`src/rtl/int_controller_pkg.sv`:
```
// rtl/int_controller_pkg.sv - shared types and constants for the interrupt controller
package int_controller_pkg;

  localparam int ID_W = 5;

  typedef enum logic [1:0] {
    IDLE    = 2'd0,
    REQUEST = 2'd1,
    SERVICE = 2'd2
  } state_t;

  typedef enum logic [1:0] {
    TRIG_LVL_HI = 2'b00,
    TRIG_LVL_LO = 2'b01,
    TRIG_RISE   = 2'b10,
    TRIG_FALL   = 2'b11
  } trig_t;

endpackage

```
`src/rtl/int_controller_if.sv`:
```
// rtl/int_controller_if.sv - req/ack/ret handshake between interrupt controller and control unit
interface int_controller_if;
  import int_controller_pkg::*;

  logic            int_req;
  logic [7:0]      int_vector;
  logic [ID_W-1:0] int_id;
  logic            int_busy;
  logic            int_ack;
  logic            int_ret;

  modport master (
    output int_req, int_vector, int_id, int_busy,
    input  int_ack, int_ret
  );

  modport slave (
    input  int_req, int_vector, int_id, int_busy,
    output int_ack, int_ret
  );

endinterface

```
`src/rtl/int_controller_src_cond.sv`:
```
// rtl/int_controller_src_cond.sv - per-source synchroniser, edge detect and pending flop
module int_controller_src_cond
  import int_controller_pkg::*;
#(
  parameter int SYNC_STAGES = 2
) (
  input  logic  clock,
  input  logic  nreset,
  input  logic  src,
  input  trig_t mode,
  input  logic  ack_clr,
  output logic  pending
);

  logic [SYNC_STAGES-1:0] sync_q;
  logic                   prev_q;
  logic                   s;
  logic                   pending_d;

  assign s = sync_q[SYNC_STAGES-1];

  // Edge modes hold until acknowledged; a new edge in the ack cycle wins over the clear.
  always_comb begin
    pending_d = pending;
    case (mode)
      TRIG_LVL_HI: pending_d = s;
      TRIG_LVL_LO: pending_d = ~s;
      TRIG_RISE: begin
        if (s && !prev_q)  pending_d = 1'b1;
        else if (ack_clr)  pending_d = 1'b0;
      end
      TRIG_FALL: begin
        if (!s && prev_q)  pending_d = 1'b1;
        else if (ack_clr)  pending_d = 1'b0;
      end
    endcase
  end

  always_ff @(posedge clock or negedge nreset) begin
    if (!nreset) begin
      sync_q  <= '0;
      prev_q  <= 1'b0;
      pending <= 1'b0;
    end else begin
      sync_q  <= {sync_q[SYNC_STAGES-2:0], src};
      prev_q  <= s;
      pending <= pending_d;
    end
  end

endmodule

```
`src/rtl/int_controller.sv`:
```
// rtl/int_controller.sv - prioritising interrupt controller with req/ack/ret handshake
module int_controller
  import int_controller_pkg::*;
#(
  parameter int N_SRC       = 32,
  parameter int SYNC_STAGES = 2,
  parameter int VEC_SHIFT   = 2
) (
  input  logic               clock,
  input  logic               nreset,
  input  logic [N_SRC-1:0]   int_src,
  input  logic               int_en,
  input  logic [N_SRC-1:0]   int_mask,
  input  logic [2*N_SRC-1:0] int_trig,
  input  logic [7:0]         vector_base,
  output logic [N_SRC-1:0]   int_pending,
  int_controller_if.master   cu
);

  state_t          state_q, state_d;
  logic            req_q, req_d;
  logic            busy_q, busy_d;
  logic [ID_W-1:0] id_q, id_d;
  logic [7:0]      vec_q, vec_d;
  logic [N_SRC-1:0] ack_clr;
  logic [N_SRC-1:0] eligible;
  logic [ID_W-1:0] sel;
  logic [7:0]      sel_off;

  function automatic logic [ID_W-1:0] lowest_set(input logic [N_SRC-1:0] v);
    lowest_set = '0;
    for (int i = N_SRC - 1; i >= 0; i--) begin
      if (v[i]) lowest_set = ID_W'(i);
    end
  endfunction

  for (genvar i = 0; i < N_SRC; i++) begin : g_src
    int_controller_src_cond #(.SYNC_STAGES(SYNC_STAGES)) u_cond (
      .clock   (clock),
      .nreset  (nreset),
      .src     (int_src[i]),
      .mode    (trig_t'(int_trig[2*i+1 -: 2])),
      .ack_clr (ack_clr[i]),
      .pending (int_pending[i])
    );
  end

  assign eligible = int_pending & int_mask;
  assign sel      = lowest_set(eligible);
  assign sel_off  = {{(8-ID_W){1'b0}}, sel} << VEC_SHIFT;

  // Id and vector are frozen once REQUEST is entered, so a later higher-priority source waits.
  always_comb begin
    state_d = state_q;
    req_d   = req_q;
    busy_d  = busy_q;
    id_d    = id_q;
    vec_d   = vec_q;
    ack_clr = '0;
    case (state_q)
      IDLE: begin
        if (int_en && |eligible) begin
          state_d = REQUEST;
          req_d   = 1'b1;
          id_d    = sel;
          vec_d   = vector_base + sel_off;
        end
      end
      REQUEST: begin
        if (cu.int_ack) begin
          ack_clr[id_q] = 1'b1;
          state_d       = SERVICE;
          req_d         = 1'b0;
          busy_d        = 1'b1;
        end else if (!int_en) begin
          state_d = IDLE;
          req_d   = 1'b0;
        end
      end
      SERVICE: begin
        if (cu.int_ret) begin
          state_d = IDLE;
          busy_d  = 1'b0;
        end
      end
      default: begin
        state_d = IDLE;
        req_d   = 1'b0;
        busy_d  = 1'b0;
      end
    endcase
  end

  always_ff @(posedge clock or negedge nreset) begin
    if (!nreset) begin
      state_q <= IDLE;
      req_q   <= 1'b0;
      busy_q  <= 1'b0;
      id_q    <= '0;
      vec_q   <= '0;
    end else begin
      state_q <= state_d;
      req_q   <= req_d;
      busy_q  <= busy_d;
      id_q    <= id_d;
      vec_q   <= vec_d;
    end
  end

  assign cu.int_req    = req_q;
  assign cu.int_busy   = busy_q;
  assign cu.int_id     = id_q;
  assign cu.int_vector = vec_q;

endmodule

```
`src/flat_wrapper.sv`:
```
// flat-port wrapper written by rule: the top's interface ports become plain ports
module int_controller_flat import int_controller_pkg::*;
#(
  parameter int N_SRC       = 32,
  parameter int SYNC_STAGES = 2,
  parameter int VEC_SHIFT   = 2
)
  (clock, nreset, int_src, int_en, int_mask, int_trig, vector_base, int_pending, cu_int_req, cu_int_vector, cu_int_id, cu_int_busy, cu_int_ack, cu_int_ret);
  int_controller_if cu_i ();
  input  logic clock;
  input  logic nreset;
  input  logic [N_SRC-1:0] int_src;
  input  logic int_en;
  input  logic [N_SRC-1:0] int_mask;
  input  logic [2*N_SRC-1:0] int_trig;
  input  logic [7:0] vector_base;
  output logic [N_SRC-1:0] int_pending;
  output wire logic [$bits(cu_i.int_req)-1:0] cu_int_req;
  output wire logic [$bits(cu_i.int_vector)-1:0] cu_int_vector;
  output wire logic [$bits(cu_i.int_id)-1:0] cu_int_id;
  output wire logic [$bits(cu_i.int_busy)-1:0] cu_int_busy;
  input wire logic [$bits(cu_i.int_ack)-1:0] cu_int_ack;
  input wire logic [$bits(cu_i.int_ret)-1:0] cu_int_ret;
  assign cu_int_req = cu_i.int_req;
  assign cu_int_vector = cu_i.int_vector;
  assign cu_int_id = cu_i.int_id;
  assign cu_int_busy = cu_i.int_busy;
  assign cu_i.int_ack = cu_int_ack;
  assign cu_i.int_ret = cu_int_ret;
  int_controller #(.N_SRC(N_SRC), .SYNC_STAGES(SYNC_STAGES), .VEC_SHIFT(VEC_SHIFT)) u_core (.clock(clock), .nreset(nreset), .int_src(int_src), .int_en(int_en), .int_mask(int_mask), .int_trig(int_trig), .vector_base(vector_base), .int_pending(int_pending), .cu(cu_i));
endmodule
```
`config.mk`:
```
export PLATFORM = sky130hd
export DESIGN_NAME = int_controller_flat
export DESIGN_NICKNAME = d
export VERILOG_FILES = /design/src/rtl/int_controller_pkg.sv /design/src/rtl/int_controller_if.sv /design/src/rtl/int_controller_src_cond.sv /design/src/rtl/int_controller.sv /design/src/flat_wrapper.sv
export SDC_FILE = /design/constraint.sdc
export NUM_CORES = 1
export LEC_CHECK = 0
export CORE_MARGIN = 1
export CORE_UTILIZATION = 51
export DETAILED_ROUTE_END_ITERATION = 8
export PLACE_DENSITY_LB_ADDON = 0.15
export SETUP_SLACK_MARGIN = 0.2
export SLEW_MARGIN = 20
export SYNTH_ARGS = -nofsm -noshare
export SYNTH_HDL_FRONTEND = slang
export SYNTH_HIERARCHICAL = 1
export SYNTH_SLANG_ARGS = --single-unit
export TNS_END_PERCENT = 5
```
`constraint.sdc`:
```
create_clock -name clock -period 5.9 [get_ports clock]
set_input_delay 0.59 -clock clock [delete_from_list [all_inputs] [get_ports clock]]
set_output_delay 0.59 -clock clock [all_outputs]
set_load 0.1 [all_outputs]
```
==> flow_summary.json, run 1 <==
{
  "seqPwrFrac_pct": 37.0,
  "pwr_density_cell_nw_per_um2": 364.2,
  "htreeDepth": 4,
  "relSlewSlack_pct": 32.36,
  "status": "complete, but fails checks",
  "stdcell_area_sq_um": 8765,
  "route.antenna.remaining_nets": 0,
  "cts-root-buf": "clkbuf_16",
  "drt_iter0_markers": 312,
  "vias_per_cell": 5.736,
  "grt_first_pass_wirelength_um": 26300,
  "crit_required_ps": 6170,
  "synth_compound_area_share_pct": 14.65,
  "io_pins": 188,
  "initial_core_util_pct": 53.01,
  "die_y_um": 111.9,
  "place_congestion": 0.8237,
  "synth-seq-cells": 145,
  "dp_slack_ps": 2498,
  "grt_pass1_vias": 5303,
  "wire_per_inst_um": 18.57,
  "syn-num-nets": 678,
  "worstSetupEndpointType": "register",
  "drc_errors": 11,
  "cpPeakStageDelay_ps": 440,
  "cts.repair.resized": 0,
  "nets": 878,
  "synth-simple-area-share_pct": 17.66,
  "ys_async_sr_fraction_pct": 100.0,
  "clock_skew_ps": 9.448,
  "leakagePower_nw": 3.648,
  "tightest_slew_ps": 1012,
  "dpl_cell_area_sq_um": 8180,
  "tns_ps": 0,
  "net-switching-power_w": 0.001175,
  "dp_hpwl_um": 11840,
  "ir_drop_uv": 271.6,
  "track_usage_pct": 27.93,
  "criticalPathCategory": "input port to register",
  "tritoncts": "yes",
  "dieArea_sq_um": 12510,
  "finalWorstSetupSlack_ps": 2852,
  "firstDrtPassIters": 6,
  "synth-adder-area-share_pct": 1.341,
  "wl_um": 16470,
  "crit_slowest_cell": "clkdlybuf4s50_1",
  "drive_gt1_share_pct": 5.645,
  "finalCritPeriodShare_pct": 51.66,
  "rsz0062_at_grt": "false",
  "numCtsBuffers": 17,
  "fin_crit_ps": 3048,
  "hold_path_class": "input port to asynchronous set/reset pin",
  "port_buffers": 187,
  "syn2layout_area_growth_pct": 42.38,
  "synth-xor-area-share_pct": 5.122,
  "cts_buffer_depth": 2,
  "clock.fmax_mhz": 328.1,
  "ys_warn_count": 6,
  "fin_cells": 887,
  "regArea_sq_um": 3628,
  "synth_top_family_by_area": "simple AND/OR/NAND/NOR gates",
  "synthMuxAreaShare_pct": 1.463,
  "hold_viol": 0,
  "arrival_ps": 3310,
  "hold_ws_ps": 167.4,
  "violations": "design-rule violations",
  "cts_sinks": 145,
  "power_frac_comb_pct": 30.1,
  "antenna_found_initial": 0,
  "avgSynthCellArea_sq_um": 11.59,
  "die_w_um": 111.9,
  "grt_max_degree": 80,
  "path_cells": "clkdlybuf4s50_1 -> a22o_1 -> a31oi_1 -> o2111ai_1 -> a211oi_1 -> nor2_1 -> ha_1 -> fa_1 -> a21o_1 -> a21oi_1 -> xor2_1 -> o21ai_0",
  "overflow": 0,
  "worst-path-buf-inv": 1,
  "internal_power_w": 0.002017,
  "cp_max_fo": 3,
  "ys.flop_type": "dfrtp_1",
  "ys_types": 47,
  "setup_viol": 0,
  "clock_latency_ps": 430,
  "p_sw_share_pct": 36.82,
  "fillers": 768,
  "power_frac_clock_pct": 32.9,
  "dp_cells": 855,
  "syn_inst": 531,
  "holdBufCountCts": 0,
  "diodes": 0,
  "crit_family": "compound AO/OA/AOI/OAI gates",
  "via_count": 5088,
  "startpoint_type": "input port",
  "clkTransAtPathRegs_ps": 60,
  "ys_seq_area_share_pct": 58.94,
  "post_cts_buffers": 0,
  "slew_violations": 0,
  "syn-cell-area_sq_um": 6156,
  "rows": 39,
  "cap_viol_max_count": 0,
  "coreArea_sq_um": 11610,
  "multi_input_area_sq_um": 2477,
  "synth_edf_count": 0
}
[metal layers]
metal  up-vias  share of wire, %  GRT usage (%)
li1       2355                 -              -
met1      2468                39          33.35
met3        41               7.4          7.839
met2       224                50          46.67
met4         0               3.1          13.51
met5         -                 0              0
[registers in the layout, summed over array words and instances (netlist names)]
name                         count
u_core/cu.int_busy               1
u_core/cu.int_id                 5
u_core/cu.int_req                1
u_core/cu.int_vector             8
u_core/g_src.u_cond/pending     32
u_core/g_src.u_cond/prev_q      32
u_core/g_src.u_cond/sync_q      64
u_core/state_q                   2
[final cells by class]
cell class                      count  area share, %
Sequential cell                   145          41.40
Timing Repair Buffer              188          21.46
Multi-Input combinational cell    375          28.27
Inverter                            4         0.1713
Clock inverter                     15          1.813
Tap cell                          143          2.041
Clock buffer                       17          4.854
[layout by cell type, fill, tap and decap left out, drive strengths merged, types with 5 or more instances in the layout]
| cell type | count |
|---|---|
| clkinvlp | 6 |
| inv | 7 |
| mux2 | 6 |
| o21ai | 11 |
| and3b | 32 |
| clkdlybuf4s50 | 186 |
| a22oi | 16 |
| a21oi | 45 |
| xnor2 | 33 |
| nand2 | 33 |
| nor2 | 70 |
| clkbuf | 17 |
| nand3b | 35 |
| o211ai | 33 |
| dfrtp | 145 |
| ha | 5 |
[stage by stage]
step,utilization (%),total power [W]
floorplan,-,0.001821
global placement,70.44,0.002131
detailed placement,70.44,0.002153
CTS,75.47,0.003208
global route,75.47,0.003314
finish,75.47,0.003192
[final timing paths]
check	start	end	slack, ps	depth (start not counted)
worst max-delay path	int_mask[27]	u_core/cu.int_vector[6]$_DFFE_PN0P_	2850	12
worst min-delay path	nreset	u_core/g_src[6].u_cond/prev_q$_DFF_PN0_	170	1
worst max register to register	u_core/g_src[27].u_cond/pending$_DFF_PN0_	u_core/cu.int_vector[6]$_DFFE_PN0P_	3020	11
worst min register to register	u_core/g_src[1].u_cond/sync_q[0]$_DFF_PN0_	u_core/g_src[1].u_cond/sync_q[1]$_DFF_PN0_	350	0
max in group asynchronous	nreset	u_core/g_src[23].u_cond/sync_q[1]$_DFF_PN0_	4380	2
min in group clock	u_core/g_src[1].u_cond/sync_q[0]$_DFF_PN0_	u_core/g_src[1].u_cond/sync_q[1]$_DFF_PN0_	350	0
[Yosys cell counts, types with 4 or more instances]
cell / number / share of area, %
a21oi_1: 45 / 3.7
a22o_1: 4 / 0.57
a22oi_1: 14 / 1.7
a32o_1: 4 / 0.65
and2_1: 4 / 0.41
and3b_1: 32 / 4.6
dfrtp_1: 145 / 59
ha_1: 5 / 1.0
inv_1: 4 / 0.24
mux2_4: 6 / 1.5
nand2_1: 33 / 2.0
nand3_1: 4 / 0.33
nand3b_1: 35 / 4.3
nor2_1: 70 / 4.3
o211ai_1: 33 / 4.0
o21ai_0: 11 / 0.89
xnor2_1: 33 / 4.7
[kinds of logic after synthesis]
family | after synthesis
simple gates | 193
compound gates | 134
mux | 6
fa+ha+maj | 6
xor+xnor | 36
flops | 145
buf+inv | 11
[power by group through the flow]
stage	logic (W)	registers [W]	clock network [W]
after CTS	0.000960	0.00118	0.00107
after global routing	0.00100	0.00120	0.00112
after detailed placement	0.000955	0.00120	0
after global placement	0.000938	0.00119	0
after floorplan	0.000209	0.00161	0
final	0.000961	0.00118	0.00105
Power figures use the tool's default switching activity.
==> run 2, diff against run 1 <==
CORE_UTILIZATION = 42   (was 51)
clock period = 2.6 ns   (was 5.9 ns; I/O delays follow)
==> run 2 against run 1 <==
The flow now finishes without violations; highest routed layer unchanged; global-route usage down 4.8 points; flip-flop and latch count unchanged; die area up 21%; worst hold slack better by 110 ps; routed wire length up 1.3%; combinational power up 140%; largest power group unchanged; sequential power up 130%; clock power up 120%; setup slack worse by 2800 ps; critical path type is now register to register; register-to-register slack worse by 3000 ps; count of clock-buffer cells in the layout up 3.
==> flow_summary.json, run 2 (synthesis gave the netlist of run 1 again) <==
{
  "die_w_um": 123.1,
  "cts-root-buf": "clkbuf_16",
  "ff2ff_path_depth": 11,
  "largestRegisters": "u_core/g_src.u_cond/sync_q: 64 flops, u_core/g_src.u_cond/pending: 32 flops, u_core/g_src.u_cond/prev_q: 32 flops",
  "drive_gt1_share_pct": 22.42,
  "drt_iter0_markers": 220,
  "htreeDepth": 4,
  "overflow": 0,
  "clkTransAtPathRegs_ps": 60,
  "drc_errors": 0,
  "p_sw_share_pct": 36.67,
  "use_met1_pct": 28.32,
  "dieArea_sq_um": 15150,
  "leakagePower_nw": 3.876,
  "coreArea_sq_um": 14100,
  "cpPeakStageDelay_ps": 480,
  "ir_drop_uv": 580.8,
  "wire_per_inst_um": 17.29,
  "cts_buffer_depth": 2,
  "diodes": 0,
  "power_frac_clock_pct": 31.5,
  "setup_viol": 0,
  "layout_common_cells": "clkdlybuf4s50_1 (139), dfrtp_1 (114), buf_4 (85)",
  "grt_max_degree": 60,
  "path_cells": "a22o_1 -> a21oi_2 -> nand4b_1 -> a211oi_2 -> nor2_1 -> ha_2 -> fa_2 -> a21o_1 -> a21oi_2 -> xor2_1 -> o21ai_1",
  "clock_latency_ps": 410,
  "initial_core_util_pct": 43.67,
  "track_usage_pct": 23.13,
  "use_met3_pct": 6.596,
  "io_pins": 188,
  "finalCritPeriodShare_pct": 99.45,
  "fin_util_pct": 65.04,
  "pwr_density_cell_nw_per_um2": 794.4,
  "via_count": 5117,
  "top_usage_layer": "met2",
  "clock_skew_ps": 7.182,
  "rows": 43,
  "final_common_cell": "clkdlybuf4s50_1",
  "route.antenna.remaining_nets": 0,
  "largest_reg_flops": 64,
  "largest_register": "u_core/g_src.u_cond/sync_q",
  "worstSetupEndpointType": "register",
  "tritoncts": "yes",
  "antenna_found_initial": 0,
  "vias_per_cell": 5.303,
  "relSlewSlack_pct": 60.22,
  "tns_ps": 0,
  "die_y_um": 123.1,
  "holdPathStages": 1,
  "crit_slowest_cell": "dfrtp_4",
  "tightest_slew_ps": 596.7,
  "grtUsageMet2_pct": 38.20,
  "cts_sinks": 145,
  "power_frac_comb_pct": 31.1,
  "arrival_ps": 2890,
  "internal_power_w": 0.004612,
  "status": "finished clean",
  "crit_required_ps": 2900,
  "syn2layout_area_growth_pct": 48.92,
  "cp_max_fo": 2,
  "fin_crit_ps": 2586,
  "net-switching-power_w": 0.002670,
  "crit_path_frequent_cell": "a21oi_2",
  "rsz0062_at_grt": "true",
  "startpoint_type": "register",
  "firstDrtPassIters": 4,
  "hold_viol": 0,
  "place_congestion": 0.8727,
  "criticalPathCategory": "register to register",
  "dp_hpwl_um": 12700,
  "port_buffers": 187,
  "cap_viol_max_count": 0,
  "seqPwrFrac_pct": 37.4,
  "clock.fmax_mhz": 386.7,
  "wl_um": 16690,
  "hold_path_class": "input port to register",
  "numCtsBuffers": 17,
  "nets": 919,
  "grt_first_pass_wirelength_um": 25830,
  "grt_pass1_vias": 5229,
  "slew_violations": 0
}
[run 2: changes by cell type in the layout (fill, tap and decap cells not counted), moves of 13 or more]
cell / previous run / this run
dfrtp_4: 0 / 13
dfrtp_1: 145 / 114
buf_4: 1 / 85
dfrtp_2: 0 / 18
clkdlybuf4s50_1: 186 / 139
[run 2: critical path: cells and delay by family, from the launching register on]
family / cells / cell delay [ps]
compound gates: 6 / 1050
fa+ha+maj: 2 / 530
flops: 1 / 480
xor+xnor: 1 / 150
simple gates: 2 / 270
[run 2: what timing repair did]
action                                  CTS  global route
endpoints found under the setup margin    5             5
setup buffers                             3             0
hold buffers                              1             0
gates resized for setup                   3            11
endpoints found under the hold margin    56             0
pin swaps                                 5             4
[run 2: metrics by stage]
stage	total power (W)	hold slack [ps]	worst slack (ps)	instance area (sq um)	instances
floorplan	0.004170	-35.59	49.36	6251	531
global placement	0.004951	272.4	-297.5	8519	929
detailed placement	0.004995	281.2	-375.8	8519	929
CTS	0.007324	261.5	-93.01	9126	965
global route	0.007584	259.9	-130.8	9168	965
finish	0.007283	279.5	14.32	9168	965
[run 2: final cells by class]
type                            instances  area, sq um
Timing Repair Buffer                  229         2111
Sequential cell                       145         3700
Clock inverter                         12        110.1
Fill cell                            1118         4928
Clock buffer                           20        456.7
Multi-Input combinational cell        375         2550
Inverter                                4        15.01
Tap cell                              180        225.2
[run 2: path summary, 6_finish.rpt]
kind	start	to	slack, ps
min in group asynchronous	nreset	u_core/g_src[8].u_cond/sync_q[1]$_DFF_PN0_	390
setup reg to reg	u_core/g_src[9].u_cond/pending$_DFF_PN0_	u_core/cu.int_vector[6]$_DFFE_PN0P_	10
hold reg to reg	u_core/g_src[31].u_cond/sync_q[0]$_DFF_PN0_	u_core/g_src[31].u_cond/sync_q[1]$_DFF_PN0_	340
setup / recovery	u_core/g_src[9].u_cond/pending$_DFF_PN0_	u_core/cu.int_vector[6]$_DFFE_PN0P_	10
hold / removal	int_src[14]	u_core/g_src[14].u_cond/sync_q[0]$_DFF_PN0_	280
max in group asynchronous	nreset	u_core/g_src[1].u_cond/pending$_DFF_PN0_	1580
[run 2: power by group through the flow]
stage	combinational (W)	clock (W)	sequential (W)
2_1_floorplan	0.000480	0	0.00369
3_3_place_gp	0.00221	0	0.00275
3_5_place_dp	0.00224	0	0.00276
4_1_cts	0.00226	0.00234	0.00272
5_1_grt	0.00238	0.00245	0.00276
6_report	0.00227	0.00229	0.00272
[run 2: per-layer routing]
layer  routed length (um)  part of all wire, %
met5                    0                    0
met4                  430                  2.6
met1                 6698                   40
met3                 1135                  6.8
met2                 8425                   50
